<file path="src/rtl/vga_pkg.sv">
// -----------------------------------------------------------------------------
// vga_pkg
// Shared constants and types for the VGA display path.
//   H_VALID / V_VALID : visible raster size
//   PIX_INVALID       : coordinate value reported outside active video
//   wr_state_t        : write-port arbiter FSM states
//   is_vblank()       : vertical-blanking test on a pixel row
// -----------------------------------------------------------------------------
package vga_pkg;

  localparam int         H_VALID     = 640;
  localparam int         V_VALID     = 480;
  localparam logic [9:0] PIX_INVALID = 10'h3FF;

  typedef enum logic [1:0] {
    IDLE  = 2'd0,
    WRITE = 2'd1,
    GAP   = 2'd2
  } wr_state_t;

  // Vertical blanking: the timing controller parks the row at PIX_INVALID.
  function automatic logic is_vblank(input logic [9:0] row);
    return (row == PIX_INVALID);
  endfunction

endpackage

</file>
<file path="src/rtl/vga_wr_arb_rr_arb2.sv">
// -----------------------------------------------------------------------------
// rr_arb2
// Combinational two-way round-robin pick.
//   req0, req1 : request lines
//   last       : index of the requester granted most recently
//   gnt_idx    : chosen requester (0 or 1), meaningful when gnt_vld = 1
//   gnt_vld    : at least one request present
// -----------------------------------------------------------------------------
module rr_arb2 (
  input  logic req0,
  input  logic req1,
  input  logic last,
  output logic gnt_idx,
  output logic gnt_vld
);

  assign gnt_vld = req0 | req1;

  // Under contention the requester that did not win last time goes next;
  // otherwise whoever is asking wins (req1 alone -> 1, req0 alone -> 0).
  assign gnt_idx = (req0 & req1) ? ~last : req1;

endmodule

</file>
<file path="src/rtl/vga_wr_arb.sv">
// -----------------------------------------------------------------------------
// vga_wr_arb
// Write-port arbiter for the VGA display buffer. Two requesters share the
// display RAM write port; writes are only granted during vertical blanking so
// they never collide with pixel reads.
//   vga_clk, sys_rst_n     : pixel clock, asynchronous active-low reset
//   pix_x, pix_y           : raster position (10'h3FF outside active video)
//   req/addr/data/ack 0,1  : requester handshakes, ack is a one-cycle pulse
//   ram_we/waddr/wdata     : RAM write port, ram_we qualifies addr/data
//   blank                  : registered write-window flag
//   wr_cnt                 : saturating count of writes in the current window
// -----------------------------------------------------------------------------
module vga_wr_arb
  import vga_pkg::*;
#(
  parameter int ADDR_W = 13,
  parameter int DATA_W = 16,
  parameter int CNT_W  = 16
) (
  input  logic              vga_clk,
  input  logic              sys_rst_n,
  input  logic [9:0]        pix_x,
  input  logic [9:0]        pix_y,
  input  logic              req0,
  input  logic [ADDR_W-1:0] addr0,
  input  logic [DATA_W-1:0] data0,
  output logic              ack0,
  input  logic              req1,
  input  logic [ADDR_W-1:0] addr1,
  input  logic [DATA_W-1:0] data1,
  output logic              ack1,
  output logic              ram_we,
  output logic [ADDR_W-1:0] ram_waddr,
  output logic [DATA_W-1:0] ram_wdata,
  output logic              blank,
  output logic [CNT_W-1:0]  wr_cnt
);

  localparam logic [CNT_W-1:0] CNT_ONE = {{(CNT_W-1){1'b0}}, 1'b1};

  wr_state_t state;
  logic      last;
  logic      gnt_idx;
  logic      gnt_vld;
  logic      blank_raw;
  logic      blank_rise;

  // The column is not needed for a vertical-blanking window.
  logic      unused_pix_x;
  assign unused_pix_x = ^pix_x;

  assign blank_raw  = is_vblank(pix_y);
  assign blank_rise = blank_raw & ~blank;

  rr_arb2 u_rr_arb2 (
    .req0    (req0),
    .req1    (req1),
    .last    (last),
    .gnt_idx (gnt_idx),
    .gnt_vld (gnt_vld)
  );

  always_ff @(posedge vga_clk or negedge sys_rst_n) begin
    if (!sys_rst_n) begin
      blank <= 1'b0;
    end else begin
      blank <= blank_raw;
    end
  end

  // Cleared as the window opens, then held through active video so software
  // can read back how many writes the last window carried.
  always_ff @(posedge vga_clk or negedge sys_rst_n) begin
    if (!sys_rst_n) begin
      wr_cnt <= '0;
    end else if (blank_rise) begin
      wr_cnt <= '0;
    end else if (state == WRITE && wr_cnt != '1) begin
      wr_cnt <= wr_cnt + CNT_ONE;
    end
  end

  // IDLE -> WRITE -> GAP -> IDLE. The GAP cycle gives a requester that has
  // just seen ack time to drop req before requests are sampled again.
  always_ff @(posedge vga_clk or negedge sys_rst_n) begin
    if (!sys_rst_n) begin
      state     <= IDLE;
      last      <= 1'b1;
      ram_we    <= 1'b0;
      ack0      <= 1'b0;
      ack1      <= 1'b0;
      ram_waddr <= '0;
      ram_wdata <= '0;
    end else begin
      case (state)
        IDLE: begin
          if (blank && gnt_vld) begin
            state     <= WRITE;
            last      <= gnt_idx;
            ram_we    <= 1'b1;
            ack0      <= ~gnt_idx;
            ack1      <= gnt_idx;
            ram_waddr <= gnt_idx ? addr1 : addr0;
            ram_wdata <= gnt_idx ? data1 : data0;
          end
        end
        WRITE: begin
          state  <= GAP;
          ram_we <= 1'b0;
          ack0   <= 1'b0;
          ack1   <= 1'b0;
        end
        GAP: begin
          state <= IDLE;
        end
        default: begin
          state  <= IDLE;
          ram_we <= 1'b0;
          ack0   <= 1'b0;
          ack1   <= 1'b0;
        end
      endcase
    end
  end

endmodule

</file>
<file path="config.mk">
export PLATFORM = sky130hd
export DESIGN_NAME = vga_wr_arb
export DESIGN_NICKNAME = d
export VERILOG_FILES = /design/src/rtl/vga_pkg.sv /design/src/rtl/vga_wr_arb_rr_arb2.sv /design/src/rtl/vga_wr_arb.sv
export SDC_FILE = /design/constraint.sdc
export NUM_CORES = 1
export LEC_CHECK = 0
export CAP_MARGIN = 5
export CORE_MARGIN = 2
export CORE_UTILIZATION = 43
export DETAILED_ROUTE_END_ITERATION = 7
export PLACE_DENSITY = 0.85
export SYNTH_ARGS = -nofsm -noshare
export SYNTH_HDL_FRONTEND = slang
export SYNTH_SLANG_ARGS = --single-unit
</file>
<file path="constraint.sdc">
create_clock -name vga_clk -period 4.78 [get_ports vga_clk]
set_clock_uncertainty 0.15 [all_clocks]
set_input_delay 0.956 -clock vga_clk [delete_from_list [all_inputs] [get_ports vga_clk]]
set_output_delay 0.956 -clock vga_clk [all_outputs]
set_load 0.1 [all_outputs]
</file>
======== After elaboration in Yosys (flattened, before gate mapping) ========
Index checks and enable logic that the tools add are counted.
operators by class
  $add $sub $neg .......................... 1
  multipliers ............................. 0
  divide/modulo/power cells ............... 0
  order comparisons ....................... 0
  equal/unequal tests ..................... 5
  shift operators ......................... 0
  mux-type cells .......................... 13
  bitwise gates (word level) .............. 7
  reduce and logical (&&, ||, !) cells .... 6
operator list
  operator                                                               count
  16-bit 2-to-1 mux                                                      3
  16-bit by 1-bit adder with 16-bit output, second input constant        1
  16-bit inequality test, second input constant                          1
  13-bit 2-to-1 mux                                                      1
  10-bit equality test, second input constant                            1
  1-bit one-hot mux with 2 select lines                                  3
  1-bit 2-to-1 mux                                                       4
  1-bit NOT                                                              4
  2-bit one-hot mux with 2 select lines                                  1
  2-bit AND reduction                                                    2
  1-bit AND                                                              2
  2-bit by 1-bit equality test with 1-bit output, second input constant  1
  2-bit equality test, second input constant                             1
  1-bit logical AND                                                      2
  2-bit logical NOT                                                      1
  2-bit 2-to-1 mux                                                       1
  2-bit inequality test, second input constant                           1
  2-bit nonzero test                                                     1
  1-bit OR                                                               1
storage, ports and cells
  register bits ........................... 52
  latch bits .............................. 0
  memory bits (writable) .................. 0
  ROM bits ................................ 0
  input bits .............................. 82
  output and inout bits ................... 49
  logic and storage cells ................. 41
  memories ................................ 0

======== Logic depth before layout (Yosys ltp) ========
Gate-level depths: netlist of the first run.
  depth after elaboration ................. 5
  mapped depth ............................ 7
  mapped depth without buffers ............ 5

======== Hierarchy ========
A second synthesis of the first run with hierarchy kept.
second synthesis, totals
  cell total of the unflattened synthesis .. 251
  area total of the unflattened synthesis .. 2528.7 um2
by module, submodules not included
  module      instances  cells each  area each (um2)  sequential area each (um2)
  vga_wr_arb  1          249         2514.9           1302.5
  rr_arb2     1          2           13.8             0.0

======== Worst setup path before layout of the first run ========
No wires, ideal clock.
  path type ............................... flip-flop to flip-flop
  start ................................... register wr_cnt[0]
  end ..................................... register wr_cnt[1]
  setup time .............................. 0.078 ns
  arrival ................................. 2.323 ns
  data required time ...................... 4.552 ns
  setup slack ............................. 2.229 ns
  cell stages (with the launch flop) ...... 8
  buffers on the path ..................... 2
  clock period less this slack ............ 2.551 ns
  path through ............................ dfrtp_1 > ha_1 > nand4_1 > nor4_4 > buf_6 > buf_8 > o21ai_1 > a21oi_1
on the way
  cells in the longest elaborated chain, start to end .. 3
  elaborated cells between the ends (all ways) .. 6
  classes of those cells .................. add/sub: 1; eq/ne: 1; mux: 2; reduce/logical: 2
ends and longest elaborated chain
  what                                                                                       line                                source
  start: declaration                                                                         vga_wr_arb.sv:36                    output logic [CNT_W-1:0] wr_cnt
  start signal: assignment                                                                   vga_wr_arb.sv:79                    wr_cnt <= wr_cnt + CNT_ONE;
  16-bit by 1-bit adder with 16-bit output / 16-bit inequality test (equally long branches)  vga_wr_arb.sv:79, vga_wr_arb.sv:78
  16-bit 2-to-1 mux / 1-bit logical AND (equally long branches)                              vga_wr_arb.sv:78                    end else if (state == WRITE && wr_cnt != '1) begin
  16-bit 2-to-1 mux / 2-bit nonzero test (equally long branches)                             n/a
Several ways; a longest one is shown, not always the timed one. The select of a mux whose other input is x is not followed.
A chain may end at the register's enable or synchronous reset.

======== Worst setup path in the final report of the first run ========
  start ................................... register wr_cnt[0]
  end ..................................... output port wr_cnt[0]
No word-level cell between the ends.

==> results of run 1 <==
==> kinds of logic after synthesis <==
kind of cell,after synthesis
AO/OA/AOI/OAI,60
adder cells (fa/ha/maj),1
buffers and inverters,20
flip-flops,52
multiplexers,34
AND/OR/NAND/NOR,83
==> final cells by class <==
type	count	area [sq um]
tap	75	93.8
fill	457	1950
clock buffer	5	68.8
timing repair buffer	122	1210
clock inverter	3	21.3
multi-input combinational	178	1180
sequential	52	1300
inverter	6	22.5
==> state kept, by name, summed over array words and instances (netlist names) <==
signal / cells
ram_wdata: 16
wr_cnt: 16
ram_waddr: 13
state: 2
ack0: 1
ack1: 1
blank: 1
last: 1
ram_we: 1
==> path summary, 6_finish.rpt <==
| kind | start | endpoint | slack, ns | cells after the start |
|---|---|---|---|---|
| worst max-delay path | wr_cnt[0] | wr_cnt[0] | 1.71 | 1 |
| worst min-delay path | ram_wdata[15] | ram_wdata[15] | 0.34 | 2 |
| worst max register to register | wr_cnt[0] | wr_cnt[7] | 2.39 | 5 |
| worst min register to register | ram_wdata[15] | ram_wdata[15] | 0.34 | 2 |
| max in group asynchronous | sys_rst_n | ram_wdata[12] | 3.45 | 2 |
| min in group asynchronous | sys_rst_n | wr_cnt[6] | 0.59 | 2 |
==> per-stage QoR <==
stage	utilization (%)	cell area [sq um]	setup slack (ns)	hold WS, ns
floorplan	-	2590	2.23	0.329
global placement	65.1	3810	1.66	0.312
detailed placement	65.1	3810	1.57	0.319
CTS	66.6	3900	1.71	0.339
global route	66.6	3900	1.65	0.363
finish	66.6	3900	1.71	0.336
==> report_power, final <==
part	internal, mW	switching [mW]	leakage [nW]	total [mW]
registers	0.454	0.0156	0.653	0.469
logic	0.104	0.165	0.967	0.268
clock network	0.104	0.148	0.0445	0.252
total	0.661	0.328	1.67	0.989
==> metal layers <==
metal	part of all wire, %	wire, microns
met2	52	3290
met1	38	2400
met4	2.3	147
met3	7.7	487
met5	0	0
==> tightest hold or removal path, cell delays in order (launching register included) <==
cell and delay (ns):
dfrtp_1 0.35, nand2_1 0.04, o21ai_0 0.06
==> placed cells by master (no fill, tap or decap), drive strengths merged, types with 2 or more instances in the layout <==
| cell | n |
|---|---|
| clkdlybuf4s50 | 119 |
| dfrtp | 51 |
| nand2 | 36 |
| mux2i | 32 |
| o21ai | 32 |
| a21oi | 12 |
| o31ai | 9 |
| or4 | 8 |
| nand3 | 8 |
| inv | 7 |
| nor2 | 5 |
| clkbuf | 5 |
| nand4 | 5 |
| and3 | 4 |
| o21a | 4 |
| and4 | 3 |
| nor4 | 3 |
| buf | 3 |
| or3 | 2 |
| nand2b | 2 |
| mux2 | 2 |
==> run_results.csv, run 1 <==
group,metric,value,unit
synth,synth_compound_area_share,13.4,%
floorplan,rows,28,
placement,numPortBuffers,120,
clock_network,cts_resized,0,
worst_setup_path,slowest_delay,1.18,ns
synth,ys_warn_count,0,
clock_network,postCtsSetupRepairBufs,0,
power,power.density,254,nW/um^2
synth,yosys_register_bits,52,
worst_setup_path,critical_path.max_fanout,7,
synth,synth_edf_count,0,
global_routing,grt_pass1_vias,2182,
worst_setup_path,path_buf_inv,1,
worst_setup_path,cp_top_family,"buffers and inverters",
timing,fmax,325,MHz
power,ir_drop,132,uV
synth,synth_fp_nets,333,
timing,maxSlewHeadroom,14.8,%
floorplan,pin_count,131,
synth,seq_area_frac_synth,50.4,%
synth,netlist_instances,250,
timing,tightest_slew,1.27,ns
clock_network,clk_latency,0.31,ns
timing,slew_viol_final,0,
global_routing,grt_max_degree,61,
global_routing,grt-ovfl-total,0,
drt,drtPass1Iterations,4,
job,drv_cap,0,
timing,hold_viol,0,
drt,routedWlPerCell,14.3,microns
timing,rsz0062_at_grt,"no",
timing,post-route-period-util,64.3,%
synth,synth_fa_ha_area_share,0.484,%
synth,synth_common_cells,"51 x dfrtp_1, 36 x nand2_1, 32 x mux2i_1",
placement,numPlacedInstances,433,
worst_setup_path,critPathLaunchType,"flop",
clock_network,cts_root_buf,"clkbuf_8",
synth,synth_xor_area_share,0,%
worst_setup_path,path_class,"flop to output pin",
clock_network,cts_tree,"done",
placement,dp.final_hpwl,4750,microns
synth,synth.avg_cell_area,10.3,sq um
worst_setup_path,end_kind,"output pin",
floorplan,initial_core_util,44.2,%
drt,drtIter0Drc,109,
worst_setup_path,path_cells,"clkdlybuf4s50_1",
worst_setup_path,arrival,1.97,ns
power,p_total,989,uW
clock_network,clk_pin_slew,0.10,ns
drt,via_per_inst,5.23,
floorplan,core_area,5850,sq um
clock_network,htreeDepth,2,
placement,gp_congestion,0.845,
global_routing,grt_use_met2,34.6,%
power,leakagePower,1.67,nW
drt,drt-total-wl,6320,microns
outcome,status,"finished, final reports clean",
drt,vias,2307,
final_layout,diodes,0,
synth,synth_top_family_by_area,"simple AND/OR/NAND/NOR gates",
final_layout,stdcell_count,441,
floorplan,die_height,81.6,microns
final_layout,fin_nets,448,
synth,yosysTopAreaCell,"dfrtp_1",
worst_setup_path,crit_slowest_cell,"clkdlybuf4s50_1",
floorplan,dieArea,6650,sq um
synth,ys_async_sr_fraction,100,%
worst_setup_path,required,3.67,ns
clock_network,cts_made_buffers,5,
timing,tns,0,ns
drt,drc,0,
floorplan,die_x,81.6,microns
synth,synth_cell_types,41,
clock_network,numClockSinks,52,
synth,yosys.area_share.simple,18.0,%
global_routing,grt_pass1_wl,9690,microns
clock_network,hold_buffers,0,
synth,ys_top_cells_by_area,"dfrtp_1 49%, mux2i_1 12%, o21ai_0 5.8%",
clock_network,cts.path.max_buffers,2,
hold_path,hold_path.class,"flop to flop",
global_routing,track_usage,18.9,%
synth,synth_flop_cell,"dfrtp_1",
global_routing,grt_use_met3,4.07,%
synth,synth.top_cell.area_share,49.3,%
timing,fin_crit,3.07,ns
global_routing,grt_use_met1,21.2,%
synth,syn_area,2590,sq um
drt,drtAntennaViolNets,0,
global_routing,top_usage_layer,"met2",
global_routing,antenna_found_initial,0,
final_layout,area_growth,50.7,%
timing,finalSetupViolations,0,
final_layout,layout-drive-gt1-share,6.01,%
synth,synth_most_common_cell,"dfrtp_1",
synth,muxShareOfSynthArea,13.4,%
Note: power is estimated with default switching activity, not from simulation.
==> run 2: changes to the inputs <==
- CORE_UTILIZATION: 43 -> 40
- PLACE_DENSITY: 0.85 -> 0.8
- clock period: 4.78 -> 3.18 ns (I/O delays scaled with it)
==> run_results.csv, run 2 (synthesized netlist as in run 1, its figures left out) <==
group,metric,value,unit
final_layout,fin_nets,449,
drt,vias,2282,
power,power.density,416,nW/um^2
placement,dp.final_hpwl,4870,microns
global_routing,top_usage_layer,"met2",
global_routing,grt_use_met1,23.3,%
timing,maxSlewHeadroom,36.4,%
worst_setup_path,required,3.20,ns
clock_network,cts_resized,0,
drt,drt-total-wl,6420,microns
floorplan,pin_count,131,
final_layout,seq_area,1300,sq um
global_routing,grt-ovfl-total,0,
global_routing,grt_max_degree,61,
worst_setup_path,critPathLaunchType,"flop",
floorplan,rows,29,
final_layout,multi_input_area,1180,sq um
drt,via_per_inst,5.14,
clock_network,cts_made_buffers,5,
final_layout,reg.largest.list,"ram_wdata (16), wr_cnt (16), ram_waddr (13)",
final_layout,layout_common_cells,"70 x clkdlybuf4s50_1, 52 x buf_4, 51 x dfrtp_1",
timing,worst_slack,0.766,ns
floorplan,initial_core_util,41.0,%
clock_network,postCtsSetupRepairBufs,0,
outcome,status,"finished, final reports clean",
job,drv_cap,0,
worst_setup_path,path_cells,"ha_1 -> nand4_1 -> nor4_4 -> nor4_1 -> mux2i_1",
power,leakagePower,1.76,nW
floorplan,dieArea,7130,sq um
timing,slew_viol_final,0,
drt,drtPass1Iterations,4,
placement,numPortBuffers,120,
timing,fin_crit,2.41,ns
final_layout,fillers,571,
clock_network,clk_latency,0.30,ns
clock_network,htreeDepth,2,
timing,hold_viol,0,
timing,post-route-period-util,75.9,%
placement,gp_congestion,0.854,
global_routing,antenna_found_initial,0,
worst_setup_path,slowest_delay,0.86,ns
clock_network,cts_tree,"done",
final_layout,layout-drive-gt1-share,19.6,%
global_routing,grt_pass1_vias,2219,
global_routing,grt_pass1_wl,10700,microns
power,ir_drop,303,uV
floorplan,die_x,84.4,microns
final_layout,final_common_cell,"clkdlybuf4s50_1",
timing,rsz0062_at_grt,"no",
drt,drc,0,
clock_network,cts_root_buf,"clkbuf_8",
worst_setup_path,path_class,"flop to flop",
drt,drtIter0Drc,118,
worst_setup_path,critical_path.max_fanout,22,
clock_network,cts.path.max_buffers,2,
timing,fmax,414,MHz
placement,place_ws,0.567,ns
timing,tightest_slew,0.946,ns
final_layout,diodes,0,
power,p_total,1.59,mW
clock_network,numClockSinks,52,
floorplan,die_height,84.4,microns
global_routing,grt_use_met2,31.9,%
drt,routedWlPerCell,14.5,microns
clock_network,hold_buffers,0,
worst_setup_path,end_kind,"flop",
timing,holdWs,0.166,ns
hold_path,hold_path.class,"primary input to async pin",
timing,tns,0,ns
final_layout,area_growth,47.8,%
worst_setup_path,crit_slowest_cell,"nor4_4",
clock_network,clk_pin_slew,0.09,ns
worst_setup_path,arrival,2.44,ns
global_routing,track_usage,18.4,%
drt,drtAntennaViolNets,0,
timing,finalSetupViolations,0,
floorplan,core_area,6310,sq um
global_routing,grt_use_met3,4.03,%
-- run 2: changes by cell type in the layout (fill, tap and decap cells not counted) --
cell	delta
clkinv_2	-1
inv_6	-1
clkdlybuf4s50_1	-49
buf_4	+50
clkbuf_8	+2
bufinv_16	+1
clkinvlp_4	-1
-- run 2: power by group --
part | switching (mW) | internal [mW] | leakage (nW)
logic | 0.246 | 0.147 | 1.04
clock network | 0.213 | 0.278 | 0.0645
registers | 0.0250 | 0.682 | 0.653
-- run 2: worst paths after layout --
path                                    from      endpoint  slack, ns  cells past startpoint
worst max-delay path               wr_cnt[1]    wr_cnt[13]       0.77                      5
worst min-delay path               sys_rst_n     wr_cnt[3]       0.17                      1
worst max register to register     wr_cnt[1]    wr_cnt[13]       0.77                      5
worst min register to register  ram_waddr[9]  ram_waddr[9]       0.34                      2
max in group asynchronous          sys_rst_n          last       1.90                      2
min in group vga_clk            ram_waddr[9]  ram_waddr[9]       0.34                      2
-- run 2: stage by stage --
step	cell area (sq um)	cells	utilization (%)
2_1_floorplan	2590	250	-
3_3_place_gp	3700	436	58.5
3_5_place_dp	3700	436	58.5
4_1_cts	3820	444	60.5
5_1_grt	3820	444	60.5
6_report	3820	444	60.5
-- run 2: worst max-delay path: cells and delay by family (launching register included) --
kind	cells	cell delay, ns
DFF	1	0.49
and+or+nand+nor	3	1.21
adders and majority gates	1	0.26
muxes	1	0.17
-- run 2: per-layer routing --
layer	vias to the layer above	part of all wire, %	routed length [microns]
li1	1140	-	-
met5	-	0	0
met4	0	1.0	65
met2	78	51	3250
met1	1059	42	2690
met3	5	6.5	420
-- run 2: final cells by class --
| class | instances | share of cell area, % |
|---|---|---|
| clock inverters | 1 | 0.786 |
| clock buffers | 7 | 2.52 |
| inverters | 6 | 0.589 |
| multi-input cells | 178 | 30.8 |
| repair buffers | 123 | 28.7 |
| flip-flops and latches | 52 | 34.1 |
| well taps | 77 | 2.52 |
